===== config.mk =====
export PLATFORM = sky130hd
export DESIGN_NAME = bldc_pi_controller
export DESIGN_NICKNAME = d
export VERILOG_FILES = /design/src/rtl/bldc_pi_controller.sv
export SDC_FILE = /design/constraint.sdc
export NUM_CORES = 1
export LEC_CHECK = 0
export ABC_AREA = 1
export CAP_MARGIN = 20
export CORE_UTILIZATION = 40
export DETAILED_ROUTE_END_ITERATION = 8
export DONT_BUFFER_PORTS = 1
export GPL_TIMING_DRIVEN = 0
export PLACE_DENSITY_LB_ADDON = 0.15
export SYNTH_ARGS = -nofsm -noshare
export SYNTH_HDL_FRONTEND = slang
export SYNTH_SLANG_ARGS = --single-unit

===== constraint.sdc =====
create_clock -name i_clk -period 12.5 [get_ports i_clk]
set_clock_uncertainty 0.2 [all_clocks]
set_input_delay 0.625 -clock i_clk [delete_from_list [all_inputs] [get_ports i_clk]]
set_output_delay 0.625 -clock i_clk [all_outputs]
set_load 0.1 [all_outputs]

===== src/rtl/bldc_pi_controller.sv =====
// rtl/bldc_pi_controller.sv - sensored six-step BLDC controller with PI speed loop
//
// Purpose:
//   Decodes Hall sensors into a six-step commutation sector, drives three
//   half-bridge legs, and generates a 12-bit PWM duty from either a PI speed
//   loop or an open-loop bypass value. A 32-bit sample timer paces the speed
//   requests sent to the speed-measurement block.
//
// Ports:
//   i_clk, i_n_reset        clock, asynchronous active-low reset
//   i_enable_control        master enable (0 = outputs off, loop cleared)
//   i_rot_ccw               reverse commutation direction
//   i_bypass                open-loop duty = i_reference
//   i_reference [11:0]      speed setpoint / bypass duty
//   i_p_gain, i_i_gain [7:0] unsigned PI gains
//   i_RPM [12:0], i_valid   measured speed and its one-cycle strobe
//   i_hall_state [2:0]      Hall sensors {H3,H2,H1}
//   o_time_count [31:0]     sample timer
//   o_get_RPM               one-cycle speed request
//   o_error [14:0]          last error (signed)
//   o_p_term, o_i_term      PI terms (24-bit signed)
//   o_control_input [11:0]  PWM duty
//   o_{U,V,W}_{pos,neg}     leg enables
//   o_{U,V,W}_pwm           high-side enable gated by PWM
//   o_hall_one_hot_state    decoded sector, one-hot
//
// Configuration:
//   BLDC_HALL_SYNC_EN  adds a two-flop synchronizer and a 3-sample agreement
//                      filter on the Hall input (5-cycle Hall-to-output latency).

module bldc_pi_controller #(
  parameter int RPM_PERIOD = 1_000_000,
  parameter int GAIN_SHIFT = 8
) (
  input  logic               i_clk,
  input  logic               i_n_reset,
  input  logic               i_enable_control,
  input  logic               i_rot_ccw,
  input  logic               i_bypass,
  input  logic [11:0]        i_reference,
  input  logic [7:0]         i_p_gain,
  input  logic [7:0]         i_i_gain,
  input  logic [12:0]        i_RPM,
  input  logic               i_valid,
  input  logic [2:0]         i_hall_state,
  output logic [31:0]        o_time_count,
  output logic               o_get_RPM,
  output logic signed [14:0] o_error,
  output logic signed [23:0] o_p_term,
  output logic signed [23:0] o_i_term,
  output logic [11:0]        o_control_input,
  output logic               o_U_pos,
  output logic               o_U_neg,
  output logic               o_V_pos,
  output logic               o_V_neg,
  output logic               o_W_pos,
  output logic               o_W_neg,
  output logic               o_U_pwm,
  output logic               o_V_pwm,
  output logic               o_W_pwm,
  output logic [5:0]         o_hall_one_hot_state
);

  localparam logic [31:0]        TIMER_LAST = 32'(RPM_PERIOD - 1);
  localparam logic signed [24:0] I_MAX      = 25'sd8388607;
  localparam logic signed [24:0] I_MIN      = -25'sd8388607;
  localparam logic signed [24:0] DUTY_MAX   = 25'sd4095;

  // ---------------------------------------------------------------------------
  // Sample timer
  // ---------------------------------------------------------------------------
  always_ff @(posedge i_clk or negedge i_n_reset) begin
    if (!i_n_reset) begin
      o_time_count <= '0;
      o_get_RPM    <= 1'b0;
    end else if (o_time_count == TIMER_LAST) begin
      o_time_count <= '0;
      o_get_RPM    <= 1'b1;
    end else begin
      o_time_count <= o_time_count + 32'd1;
      o_get_RPM    <= 1'b0;
    end
  end

  // ---------------------------------------------------------------------------
  // Hall input conditioning
  // ---------------------------------------------------------------------------
  logic [2:0] hall_use;

`ifdef BLDC_HALL_SYNC_EN
  logic [2:0] hall_sync1;
  logic [2:0] hall_sync2;
  logic [2:0] hall_hist_a;
  logic [2:0] hall_hist_b;
  logic [2:0] hall_held;

  // A new code is used only when three consecutive synchronized samples agree;
  // otherwise the last accepted code keeps driving the bridge.
  always_comb begin
    hall_use = hall_held;
    if ((hall_sync2 == hall_hist_a) && (hall_hist_a == hall_hist_b))
      hall_use = hall_sync2;
  end

  always_ff @(posedge i_clk or negedge i_n_reset) begin
    if (!i_n_reset) begin
      hall_sync1  <= '0;
      hall_sync2  <= '0;
      hall_hist_a <= '0;
      hall_hist_b <= '0;
      hall_held   <= '0;
    end else begin
      hall_sync1  <= i_hall_state;
      hall_sync2  <= hall_sync1;
      hall_hist_a <= hall_sync2;
      hall_hist_b <= hall_hist_a;
      hall_held   <= hall_use;
    end
  end
`else
  assign hall_use = i_hall_state;
`endif

  // ---------------------------------------------------------------------------
  // Sector decode and commutation. Phase masks are {W,V,U}.
  // ---------------------------------------------------------------------------
  logic [5:0] sector;
  logic [2:0] pos_cw;
  logic [2:0] neg_cw;
  logic [2:0] pos_mask;
  logic [2:0] neg_mask;

  always_comb begin
    sector = 6'b000000;
    pos_cw = 3'b000;
    neg_cw = 3'b000;
    case (hall_use)
      3'd5: begin sector = 6'b000001; pos_cw = 3'b001; neg_cw = 3'b010; end
      3'd4: begin sector = 6'b000010; pos_cw = 3'b001; neg_cw = 3'b100; end
      3'd6: begin sector = 6'b000100; pos_cw = 3'b010; neg_cw = 3'b100; end
      3'd2: begin sector = 6'b001000; pos_cw = 3'b010; neg_cw = 3'b001; end
      3'd3: begin sector = 6'b010000; pos_cw = 3'b100; neg_cw = 3'b001; end
      3'd1: begin sector = 6'b100000; pos_cw = 3'b100; neg_cw = 3'b010; end
      default: begin
        sector = 6'b000000;
        pos_cw = 3'b000;
        neg_cw = 3'b000;
      end
    endcase
  end

  // Reversing direction is a pure swap of the high/low sides in each sector.
  always_comb begin
    pos_mask = 3'b000;
    neg_mask = 3'b000;
    if (i_enable_control) begin
      pos_mask = i_rot_ccw ? neg_cw : pos_cw;
      neg_mask = i_rot_ccw ? pos_cw : neg_cw;
    end
  end

  // ---------------------------------------------------------------------------
  // PWM
  // ---------------------------------------------------------------------------
  logic [11:0] pwm_count;
  logic        pwm_on;

  // Compare against the live duty register so a new duty applies immediately.
  assign pwm_on = (pwm_count < o_control_input);

  always_ff @(posedge i_clk or negedge i_n_reset) begin
    if (!i_n_reset) begin
      pwm_count            <= '0;
      o_hall_one_hot_state <= '0;
      o_U_pos              <= 1'b0;
      o_U_neg              <= 1'b0;
      o_V_pos              <= 1'b0;
      o_V_neg              <= 1'b0;
      o_W_pos              <= 1'b0;
      o_W_neg              <= 1'b0;
      o_U_pwm              <= 1'b0;
      o_V_pwm              <= 1'b0;
      o_W_pwm              <= 1'b0;
    end else begin
      pwm_count            <= pwm_count + 12'd1;
      o_hall_one_hot_state <= sector;
      o_U_pos              <= pos_mask[0];
      o_U_neg              <= neg_mask[0];
      o_V_pos              <= pos_mask[1];
      o_V_neg              <= neg_mask[1];
      o_W_pos              <= pos_mask[2];
      o_W_neg              <= neg_mask[2];
      o_U_pwm              <= pos_mask[0] & pwm_on;
      o_V_pwm              <= pos_mask[1] & pwm_on;
      o_W_pwm              <= pos_mask[2] & pwm_on;
    end
  end

  // ---------------------------------------------------------------------------
  // PI loop: error -> terms -> duty, one register stage each
  // ---------------------------------------------------------------------------
  logic               valid_d1;
  logic               valid_d2;
  logic signed [14:0] error_next;
  logic signed [23:0] p_next;
  logic signed [23:0] i_step;
  logic signed [24:0] i_sum;
  logic signed [23:0] i_next;
  logic signed [24:0] u_sum;
  logic signed [24:0] u_shift;
  logic [11:0]        u_duty;

  assign error_next = $signed({3'b000, i_reference}) - $signed({2'b00, i_RPM});

  // Gains are zero-extended so they act as positive signed multipliers.
  assign p_next = $signed({{9{o_error[14]}}, o_error}) * $signed({16'b0, i_p_gain});
  assign i_step = $signed({{9{o_error[14]}}, o_error}) * $signed({16'b0, i_i_gain});
  assign i_sum  = $signed({o_i_term[23], o_i_term}) + $signed({i_step[23], i_step});

  always_comb begin
    if (i_sum > I_MAX)
      i_next = I_MAX[23:0];
    else if (i_sum < I_MIN)
      i_next = I_MIN[23:0];
    else
      i_next = i_sum[23:0];
  end

  assign u_sum   = $signed({o_p_term[23], o_p_term}) + $signed({o_i_term[23], o_i_term});
  assign u_shift = u_sum >>> GAIN_SHIFT;

  always_comb begin
    if (u_shift < 25'sd0)
      u_duty = 12'd0;
    else if (u_shift > DUTY_MAX)
      u_duty = 12'd4095;
    else
      u_duty = u_shift[11:0];
  end

  always_ff @(posedge i_clk or negedge i_n_reset) begin
    if (!i_n_reset) begin
      valid_d1        <= 1'b0;
      valid_d2        <= 1'b0;
      o_error         <= '0;
      o_p_term        <= '0;
      o_i_term        <= '0;
      o_control_input <= '0;
    end else if (!i_enable_control) begin
      valid_d1        <= 1'b0;
      valid_d2        <= 1'b0;
      o_error         <= '0;
      o_p_term        <= '0;
      o_i_term        <= '0;
      o_control_input <= '0;
    end else begin
      // Samples in flight are dropped while bypassed so the loop state freezes.
      valid_d1 <= i_valid & ~i_bypass;
      valid_d2 <= valid_d1 & ~i_bypass;
      if (i_valid && !i_bypass)
        o_error <= error_next;
      if (valid_d1 && !i_bypass) begin
        o_p_term <= p_next;
        o_i_term <= i_next;
      end
      if (i_bypass)
        o_control_input <= i_reference;
      else if (valid_d2)
        o_control_input <= u_duty;
    end
  end

endmodule


Word-level counts from Yosys, hierarchy flattened --
Index checks and enable logic that the tools add are counted.
Word-level totals: input port bits 50, flip-flop bits (word level) 137
Operators by class: bitwise logic cells 6, equality and inequality tests 10, reductions and logical operators 9, multiplexer cells 24, add/sub/neg operators 5, multiply operators 2, order comparisons 5
Operators with widths (count):
- $mux W24 | 6
- $mux W12 | 5
- $add A24 B24 Y25 | 2
- $mul A15 B9 Y24 | 2
- $pmux W6 S6 | 1
- $add A32 B1 Y32 const B | 1
- $eq A32 B20 Y1 const B | 1
- $mux W32 | 1
- $mux W15 | 2
- $gt A25 B24 Y1 const B | 1
- $lt A25 B24 Y1 const B | 1
- $pmux W3 S3 | 2
- $gt A17 B13 Y1 const B | 1
- $lt A17 B1 Y1 const B | 1
- $sub A12 B13 Y14 | 1
- $add A12 B1 Y12 const B | 1
- $lt A12 B12 Y1 | 1
- $mux W3 | 4
- $reduce_or A2 Y1 | 6
- $eq A3 B3 Y1 const B | 3
- $eq A3 B2 Y1 const B | 2
- $and A1 B1 Y1 | 5
- $ne A2 B1 Y1 const B | 2
- $eq A3 B1 Y1 const B | 1
- other kinds (5) | 8

Longest topological paths before layout --
Gate-level depths: netlist of the first run.
depth after elaboration 7, gate-level depth with buffers 36, depth with buffers taken out 33

Worst setup path before layout of the first run --
No wires, ideal clock.
kind reg-to-reg, from register o_error[13], to register o_i_term[18], arrival time 6.257 ns, stages on the path, launching flop included 34, setup slack 5.923 ns, buffers on the path 3, data required time 12.180 ns, cells stage by stage dfrtp_1 -> clkbuf_1 -> clkbuf_1 -> nand2_1 -> inv_1 -> fa_1 -> fa_1 -> inv_1 -> fa_1 -> inv_1 -> fa_1 -> inv_1 -> fa_1 -> inv_1 -> ha_1 -> nand2_1 -> inv_1 -> nand2_1 -> inv_1 -> a21oi_1 -> nand3_2 -> nand2_1 -> nand2_1 -> nor2_1 -> nand2_1 -> nand2_1 -> nand2_1 -> nor2_1 -> nand3_2 -> buf_6 -> nand2_2 -> nand2_1 -> nand2_1 -> nand2_1
Between the ends: cells in the longest elaborated chain, start to end 7, elaborated cells between the ends (all ways) 8, classes of those cells add/sub: 1; mul: 1; order compare: 2; mux: 4
Ends and longest elaborated chain:
- start: declaration | line 48 | output logic signed [14:0] o_error,
- start signal: assignment | line 261 | o_error <= error_next;
- $mul A15 B9 Y24 (*) | line 217 | assign i_step = $signed({{9{o_error[14]}}, o_error}) * $signed({16'b0, i_i_gain});
- $add A24 B24 Y25 (*) | line 218 | assign i_sum = $signed({o_i_term[23], o_i_term}) + $signed({i_step[23], i_step});
- $lt A25 B24 Y1 | line 223 | else if (i_sum < I_MIN)
- $mux W24 | line 223
- $mux W24 (*) | line 221 | if (i_sum > I_MAX)
- $mux W24 (*) | line 262 | if (valid_d1 && !i_bypass) begin
- $mux W24 (*) | line 249 | end else if (!i_enable_control) begin
- end signal: assignment | line 264 | o_i_term <= i_next;
- end: declaration | line 50 | output logic signed [23:0] o_i_term,
Mark *: on every way between the ends. The rest lies on a longest branch, timed or not. The select of a mux whose other input is x is not followed. A chain may end at the register's enable or synchronous reset.

Worst setup path after layout of the first run --
from register o_error[13], to register o_i_term[13]
The elaborated chain is that of the path after synthesis.

==> flow_summary.html, run 1 <==
<table>
<tr><th>Metric</th><th>Value</th></tr>
<tr><th colspan="2">Finish</th></tr>
<tr><td>FF/Latch Area</td><td>3400 um^2</td></tr>
<tr><td>Commonest non-fill, non-tap cells in the layout</td><td>788 x sky130_fd_sc_hd__nand2_1, 652 x sky130_fd_sc_hd__inv_1, 206 x sky130_fd_sc_hd__fa_1, 150 x sky130_fd_sc_hd__ha_1, 136 x sky130_fd_sc_hd__dfrtp_1</td></tr>
<tr><td>Area delta synth-&gt;final</td><td>7.88%</td></tr>
<tr><td>Non-Filler Instances</td><td>3,216</td></tr>
<tr><td>ANT cells</td><td>0</td></tr>
<tr><td>Filler Cells Inserted</td><td>4,747</td></tr>
<tr><td>Multi-input logic area</td><td>12,200 um^2</td></tr>
<tr><td>Most common cell after layout, fill and taps aside</td><td>sky130_fd_sc_hd__nand2_1</td></tr>
<tr><td>Post-route core utilization</td><td>43.6%</td></tr>
<tr><td>Fraction of layout cells with a size suffix above 1</td><td>2.94%</td></tr>
<tr><td>Layout Nets</td><td>3,010</td></tr>
<tr><td>Design area</td><td>19,800 um^2</td></tr>
<tr><th colspan="2">Global routing</th></tr>
<tr><td>Maximum number of pins on one net before global-route repair</td><td>137</td></tr>
<tr><td>Overall overflow remaining after global route</td><td>0</td></tr>
<tr><td>Vias in the first global route</td><td>15,796</td></tr>
<tr><td>Global routing usage summed across all routing layers</td><td>25.0%</td></tr>
<tr><td>Antenna violations before repair</td><td>0</td></tr>
<tr><td>Wire length of the first global-routing pass</td><td>89,500 um</td></tr>
<tr><th colspan="2">Synth</th></tr>
<tr><td>Main area contributors after synthesis</td><td>sky130_fd_sc_hd__fa_1 23%, sky130_fd_sc_hd__dfrtp_1 19%, sky130_fd_sc_hd__nand2_1 16%</td></tr>
<tr><td>Mapped Cells</td><td>2,577</td></tr>
<tr><td>Synth warnings</td><td>0</td></tr>
<tr><td>Number of enable-type register cells in the synthesized netlist</td><td>0</td></tr>
<tr><td>Yosys cell types</td><td>47</td></tr>
<tr><td>Yosys top cell area share</td><td>22.5%</td></tr>
<tr><td>Post-synth top flop</td><td>sky130_fd_sc_hd__dfrtp_1</td></tr>
<tr><td>Top cell type by total area after synthesis</td><td>sky130_fd_sc_hd__fa_1</td></tr>
<tr><td>Async S/R FF share, synth</td><td>100%</td></tr>
<tr><td>Number of register bits inferred by synthesis</td><td>136</td></tr>
<tr><td>Area of the mapped netlist</td><td>18,300 um^2</td></tr>
<tr><td>Post-Synthesis Net Count</td><td>2,983</td></tr>
<tr><td>Syn Area/Cell</td><td>7.11 um^2</td></tr>
<tr><td>Seq/Total Area, Yosys</td><td>18.6%</td></tr>
<tr><th colspan="2">Placement</th></tr>
<tr><td>Post-DP HPWL</td><td>47,200 um</td></tr>
<tr><td>Buffers on Ports</td><td>0</td></tr>
<tr><td>Area post-placement</td><td>19,200 um^2</td></tr>
<tr><td>Placed cells</td><td>3,183</td></tr>
<tr><td>Final GP Congestion</td><td>0.941</td></tr>
<tr><td>Worst slack, placed</td><td>4.41 ns</td></tr>
<tr><th colspan="2">Worst setup path</th></tr>
<tr><td>Critical Path Sink Type</td><td>flip-flop</td></tr>
<tr><td>Family with the most delay on the worst path</td><td>adder cells</td></tr>
<tr><td>Worst path arrival time</td><td>8.17 ns</td></tr>
<tr><td>Largest stage delay, worst path</td><td>0.96 ns</td></tr>
<tr><td>Required time at the endpoint of the critical path</td><td>12.61 ns</td></tr>
<tr><td>Critical Path Fanout Max</td><td>10</td></tr>
<tr><td>Start-to-end type of the worst setup path</td><td>reg -&gt; reg</td></tr>
<tr><td>Critical-path cell with the highest stage delay</td><td>sky130_fd_sc_hd__dfrtp_1</td></tr>
<tr><td>Critical path startpoint category</td><td>flip-flop</td></tr>
<tr><td>Worst Path Buf+Inv</td><td>7</td></tr>
<tr><td>Most common cell on crit path</td><td>sky130_fd_sc_hd__nand2_1</td></tr>
<tr><th colspan="2">Clock tree</th></tr>
<tr><td>H-tree level count</td><td>4</td></tr>
<tr><td>Clock sink count</td><td>136</td></tr>
<tr><td>Clk_lat worst skew</td><td>0.43 ns</td></tr>
<tr><td>Clock transition time at the flip-flop clock pins of the worst setup and hold paths</td><td>0.07 ns</td></tr>
<tr><td>Worst-case clock buffer depth</td><td>2</td></tr>
<tr><td>CTS tree</td><td>yes</td></tr>
<tr><td>Number of buffers created by CTS</td><td>17</td></tr>
<tr><td>Clock root buffer</td><td>sky130_fd_sc_hd__clkbuf_16</td></tr>
<tr><td>Number of gates resized after CTS</td><td>0</td></tr>
<tr><th colspan="2">Timing</th></tr>
<tr><td>Fin worst setup slack</td><td>4.45 ns</td></tr>
<tr><td>Total negative slack</td><td>0 ns</td></tr>
<tr><td>Highest clock frequency the design can meet</td><td>0.124 GHz</td></tr>
<tr><td>Unrepaired setup endpoints after global routing</td><td>false</td></tr>
<tr><td>Count of endpoints failing setup in the final report</td><td>0</td></tr>
<tr><td>Fin crit period</td><td>8.05 ns</td></tr>
<tr><td>Fraction of the cycle the final worst path needs</td><td>64.4%</td></tr>
<tr><td>Total count of hold-check failures in the final report</td><td>0</td></tr>
<tr><td>Worst slew pin tran</td><td>1.18 ns</td></tr>
<tr><td>Relative slew slack</td><td>21.5%</td></tr>
<tr><td>Max-slew violation count</td><td>0</td></tr>
<tr><td>Worst hold slack across all endpoints</td><td>0.0514 ns</td></tr>
<tr><th colspan="2">Floorplanning</th></tr>
<tr><td>Std-Cell Rows</td><td>78</td></tr>
<tr><td>Horizontal die dimension</td><td>216 um</td></tr>
<tr><td>Effective utilization at floorplan</td><td>40.5%</td></tr>
<tr><td>Core ar.</td><td>45,300 um^2</td></tr>
<tr><td>Number of primary I/O pins</td><td>173</td></tr>
<tr><td>Overall die area</td><td>46,700 um^2</td></tr>
<tr><td>Height of the die</td><td>216 um</td></tr>
<tr><th colspan="2">Route</th></tr>
<tr><td>Routed length per placed instance</td><td>17.5 um</td></tr>
<tr><td>Total iterations of the first detailed-routing run</td><td>5</td></tr>
<tr><td>Number of vias after detailed routing</td><td>15,641</td></tr>
<tr><td>DRC violation count after routing</td><td>0</td></tr>
<tr><td>Final wirelength</td><td>56,200 um</td></tr>
<tr><td>Detailed router's first-iteration violation count</td><td>946</td></tr>
<tr><td>Number of nets with antenna violations after routing</td><td>0</td></tr>
<tr><td>Routed via count divided by cell count</td><td>4.86</td></tr>
<tr><th colspan="2">Power and ir drop</th></tr>
<tr><td>Worst vdd ir</td><td>94.8 uV</td></tr>
<tr><td>Post-layout power</td><td>2.63 mW</td></tr>
<tr><td>Leakage power total</td><td>11.9 nW</td></tr>
<tr><td>Power per standard cell area</td><td>133 nW/um^2</td></tr>
<tr><th colspan="2">Status</th></tr>
<tr><td>Status</td><td>finished, final reports clean</td></tr>
<tr><th colspan="2">Hold path</th></tr>
<tr><td>Class of the tightest hold or removal check</td><td>in -&gt; reg</td></tr>
<tr><th colspan="2">Run</th></tr>
<tr><td>MaxCap Viol Count</td><td>0</td></tr>
</table>
[power breakdown]
group	internal [mW]	switching, mW
sequential	0.462	0.243
clock	0.266	0.216
combinational	0.503	0.939
total	1.23	1.40
[registers in the layout (all words and copies together) (netlist names), 6 cells and up]
name and flops:
o_error 14, pwm_count 12, o_time_count 32, o_i_term 24, o_hall_one_hot_state 6, o_control_input 12
o_p_term 24
[area by class of cell]
class | instances | share of cell area (%)
Timing Repair Buffer | 8 | 0.747
Inverter | 653 | 12.4
Sequential cell | 136 | 17.2
Tap cell | 600 | 3.80
Multi-Input combinational cell | 1720 | 61.5
Buffer | 68 | 1.53
Clock inverter | 12 | 0.469
Clock buffer | 19 | 2.29
[kinds of logic (layout without fill, tap and decap cells)]
family                     after synthesis  count (layout)  synth area share [%]
buffers and inverters                  721             760                  15.0
AOI/OAI and AO/OA                      202             202                  6.38
DFF                                    136             136                  18.6
xor gates and xnor gates                56              56                  2.68
adders and majority gates              356             356                  32.8
and+or+nand+nor                       1106            1106                  24.6
[worst paths after layout]
check	startpoint	endpoint	slack, ns	depth (start not counted)
max	o_error[13]	o_i_term[13]	4.45	30
min	i_hall_state[2]	o_hall_one_hot_state[3]	0.05	1
max reg2reg	o_error[13]	o_i_term[13]	4.45	30
min reg2reg	pwm_count[11]	pwm_count[11]	0.28	1
max in group asynchronous	i_n_reset	o_i_term[5]	10.89	2
min in group asynchronous	i_n_reset	o_error[0]	0.58	2
[metal layers]
metal	share of wire, %	global-route usage, %	up-vias
met5	0	0	-
met4	2.7	7.51	0
met3	5.1	4.02	71
met2	48	41.9	348
met1	44	33.0	7502
li1	-	-	7720
[Yosys cell counts (all sizes together) (5+ instances only)]
master	number
a21o	6
clkbuf	58
a31oi	5
nand3	71
a21oi	84
a22o	6
o21ai	62
nand4	27
nor2	140
xnor2	19
fa	206
nand2	803
nand3b	5
nor4	11
buf	10
dfrtp	136
xor2	37
inv	652
nor3	39
o31ai	9
ha	150
o21bai	9
[repair_timing]
item | CTS | global route
hold buffers | 1 | 1
setup endpoints to repair | 0 | 0
buffers inserted | 0 | 0
endpoints found under the hold margin | 136 | 2
Note: power is estimated with default switching activity, not from simulation.
==> run 2, diff against run 1 <==
Clock period 12.5 ns to 8.3 ns, I/O delays scaled along.
==> run 2 against run 1 <==
Effect of this change: final cell count rose by 0.50%; combinational power grew 51%; clock-buffer cell count is the same; largest power group unchanged.
==> flow_summary.html, run 2 (synthesis results as in run 1) <==
<table>
<tr><th>Metric</th><th>Value</th></tr>
<tr><th colspan="2">Placement</th></tr>
<tr><td>Buffers on Ports</td><td>0</td></tr>
<tr><td>Post-DP HPWL</td><td>47,200 um</td></tr>
<tr><td>Worst slack, placed</td><td>0.212 ns</td></tr>
<tr><td>Final GP Congestion</td><td>0.941</td></tr>
<tr><th colspan="2">Timing</th></tr>
<tr><td>Highest clock frequency the design can meet</td><td>0.128 GHz</td></tr>
<tr><td>Count of endpoints failing setup in the final report</td><td>0</td></tr>
<tr><td>Fraction of the cycle the final worst path needs</td><td>94.0%</td></tr>
<tr><td>Total negative slack</td><td>0 ns</td></tr>
<tr><td>Worst slew pin tran</td><td>1.18 ns</td></tr>
<tr><td>Worst hold slack across all endpoints</td><td>0.0115 ns</td></tr>
<tr><td>Fin crit period</td><td>7.80 ns</td></tr>
<tr><td>Relative slew slack</td><td>21.4%</td></tr>
<tr><td>Total count of hold-check failures in the final report</td><td>0</td></tr>
<tr><td>Fin worst setup slack</td><td>0.499 ns</td></tr>
<tr><td>Max-slew violation count</td><td>0</td></tr>
<tr><td>Unrepaired setup endpoints after global routing</td><td>false</td></tr>
<tr><th colspan="2">Route</th></tr>
<tr><td>Number of nets with antenna violations after routing</td><td>0</td></tr>
<tr><td>Number of vias after detailed routing</td><td>15,770</td></tr>
<tr><td>Total iterations of the first detailed-routing run</td><td>6</td></tr>
<tr><td>Routed length per placed instance</td><td>17.5 um</td></tr>
<tr><td>Final wirelength</td><td>56,500 um</td></tr>
<tr><td>Routed via count divided by cell count</td><td>4.88</td></tr>
<tr><td>Detailed router's first-iteration violation count</td><td>1,015</td></tr>
<tr><td>DRC violation count after routing</td><td>0</td></tr>
<tr><th colspan="2">Floorplanning</th></tr>
<tr><td>Overall die area</td><td>46,700 um^2</td></tr>
<tr><td>Number of primary I/O pins</td><td>173</td></tr>
<tr><td>Height of the die</td><td>216 um</td></tr>
<tr><td>Std-Cell Rows</td><td>78</td></tr>
<tr><td>Effective utilization at floorplan</td><td>40.5%</td></tr>
<tr><td>Horizontal die dimension</td><td>216 um</td></tr>
<tr><td>Core ar.</td><td>45,300 um^2</td></tr>
<tr><th colspan="2">Power and ir drop</th></tr>
<tr><td>Leakage power total</td><td>12.0 nW</td></tr>
<tr><td>NetSw</td><td>2.11 mW</td></tr>
<tr><td>Internal</td><td>1.86 mW</td></tr>
<tr><td>Gate power share</td><td>55.0%</td></tr>
<tr><td>Share of power burned in registers</td><td>26.7%</td></tr>
<tr><td>Worst vdd ir</td><td>143 uV</td></tr>
<tr><td>Power per standard cell area</td><td>199 nW/um^2</td></tr>
<tr><td>Post-layout power</td><td>3.97 mW</td></tr>
<tr><td>Clock network fraction of total power</td><td>18.3%</td></tr>
<tr><td>Switch share</td><td>53.2%</td></tr>
<tr><th colspan="2">Finish</th></tr>
<tr><td>Layout Nets</td><td>3,026</td></tr>
<tr><td>Largest regs</td><td>o_time_count: 32 flops, o_i_term: 24 flops, o_p_term: 24 flops</td></tr>
<tr><td>ANT cells</td><td>0</td></tr>
<tr><td>Filler Cells Inserted</td><td>4,740</td></tr>
<tr><td>Most common cell after layout, fill and taps aside</td><td>sky130_fd_sc_hd__nand2_1</td></tr>
<tr><td>Fraction of layout cells with a size suffix above 1</td><td>3.04%</td></tr>
<tr><td>Commonest non-fill, non-tap cells in the layout</td><td>788 x sky130_fd_sc_hd__nand2_1, 652 x sky130_fd_sc_hd__inv_1, 206 x sky130_fd_sc_hd__fa_1, 150 x sky130_fd_sc_hd__ha_1, 135 x sky130_fd_sc_hd__nor2_1</td></tr>
<tr><td>Post-route core utilization</td><td>44.0%</td></tr>
<tr><td>Area delta synth-&gt;final</td><td>8.78%</td></tr>
<tr><td>Max FFs per register</td><td>32</td></tr>
<tr><td>Top register by number of flip-flops</td><td>o_time_count</td></tr>
<tr><th colspan="2">Worst setup path</th></tr>
<tr><td>Critical path startpoint category</td><td>flip-flop</td></tr>
<tr><td>Largest stage delay, worst path</td><td>0.93 ns</td></tr>
<tr><td>Worst path arrival time</td><td>7.92 ns</td></tr>
<tr><td>Critical-path cell with the highest stage delay</td><td>sky130_fd_sc_hd__dfrtp_1</td></tr>
<tr><td>Most common cell on crit path</td><td>sky130_fd_sc_hd__nand2_1</td></tr>
<tr><td>Required time at the endpoint of the critical path</td><td>8.41 ns</td></tr>
<tr><td>Critical Path Fanout Max</td><td>10</td></tr>
<tr><td>Start-to-end type of the worst setup path</td><td>reg -&gt; reg</td></tr>
<tr><td>Critical Path Sink Type</td><td>flip-flop</td></tr>
<tr><th colspan="2">Clock tree</th></tr>
<tr><td>Clock sink count</td><td>136</td></tr>
<tr><td>Worst-case clock buffer depth</td><td>2</td></tr>
<tr><td>Clock root buffer</td><td>sky130_fd_sc_hd__clkbuf_16</td></tr>
<tr><td>CTS tree</td><td>yes</td></tr>
<tr><td>Clk_lat worst skew</td><td>0.44 ns</td></tr>
<tr><td>H-tree level count</td><td>4</td></tr>
<tr><td>Post CTS Setup Buffer Count</td><td>0</td></tr>
<tr><td>Clock transition time at the flip-flop clock pins of the worst setup and hold paths</td><td>0.07 ns</td></tr>
<tr><td>Number of buffers created by CTS</td><td>17</td></tr>
<tr><th colspan="2">Run</th></tr>
<tr><td>MaxCap Viol Count</td><td>0</td></tr>
<tr><th colspan="2">Global routing</th></tr>
<tr><td>Overall overflow remaining after global route</td><td>0</td></tr>
<tr><td>Antenna violations before repair</td><td>0</td></tr>
<tr><td>Vias in the first global route</td><td>15,910</td></tr>
<tr><td>Global routing usage summed across all routing layers</td><td>25.1%</td></tr>
<tr><td>Wire length of the first global-routing pass</td><td>90,100 um</td></tr>
<tr><td>Maximum number of pins on one net before global-route repair</td><td>137</td></tr>
<tr><th colspan="2">Hold path</th></tr>
<tr><td>Class of the tightest hold or removal check</td><td>in -&gt; reg</td></tr>
<tr><th colspan="2">Status</th></tr>
<tr><td>Status</td><td>finished, final reports clean</td></tr>
</table>
[run 2: changes by cell type in the layout (fill, tap and decap cells not counted), sizes merged]
cell         change
dlygate4sd3     +16
[run 2: area by class of cell]
cell class                      instances  area [um^2]  share of cell area (%)
Buffer                                 68          303                    1.52
Clock buffer                           19          453                    2.27
Clock inverter                         12         92.6                   0.465
Inverter                              653         2450                    12.3
Multi-Input combinational cell       1720        12200                    61.0
Sequential cell                       136         3410                    17.1
Tap cell                              600          751                    3.77
Timing Repair Buffer                   24          308                    1.54
[run 2: power by group through the flow]
stage / combinational [mW] / sequential [mW] / clock (mW)
5_1_grt: 2.53 / 1.06 / 0.768
3_5_place_dp: 2.15 / 1.08 / 0
2_1_floorplan: 1.60 / 1.05 / 0
6_report: 2.18 / 1.06 / 0.726
4_1_cts: 2.20 / 1.06 / 0.744
3_3_place_gp: 2.10 / 1.10 / 0
[run 2: worst paths after layout]
path	end	slack [ns]	from	cells after the start
max in group asynchronous	o_i_term[5]	6.90	i_n_reset	2
max	o_i_term[13]	0.50	o_error[10]	30
max reg2reg	o_i_term[13]	0.50	o_error[10]	30
min in group asynchronous	o_error[0]	0.39	i_n_reset	2
min reg2reg	pwm_count[11]	0.28	pwm_count[11]	1
min	o_error[8]	0.01	i_bypass	3
[run 2: repair_timing]
item	4_1_cts	5_1_grt
resized for setup	0	4
hold buffers	18	0
endpoints found under the hold margin	160	0
endpoints found under the setup margin	0	23
[run 2: critical path: cells and delay by family, from the launching register on]
family | cells | cell delay (ns)
and+or+nand+nor | 17 | 1.87
adders and majority gates | 6 | 3.06
DFF | 1 | 0.93
buffers and inverters | 7 | 1.62
[run 2: per-stage QoR]
stage          instances  cell area [um^2]
3_3_place_gp        3177             19100
2_1_floorplan       2577             18300
3_5_place_dp        3183             19200
6_report            3232             19900
5_1_grt             3232             19900
4_1_cts             3232             19900
[run 2: per-layer routing]
metal  wire [um]  vias up  GRT usage, %
met5           0        -             0
met4        1730        0          8.08
met3        2750       80          4.06
met2       27000      376          42.1
met1       25000     7558          33.1
li1            -     7756             -
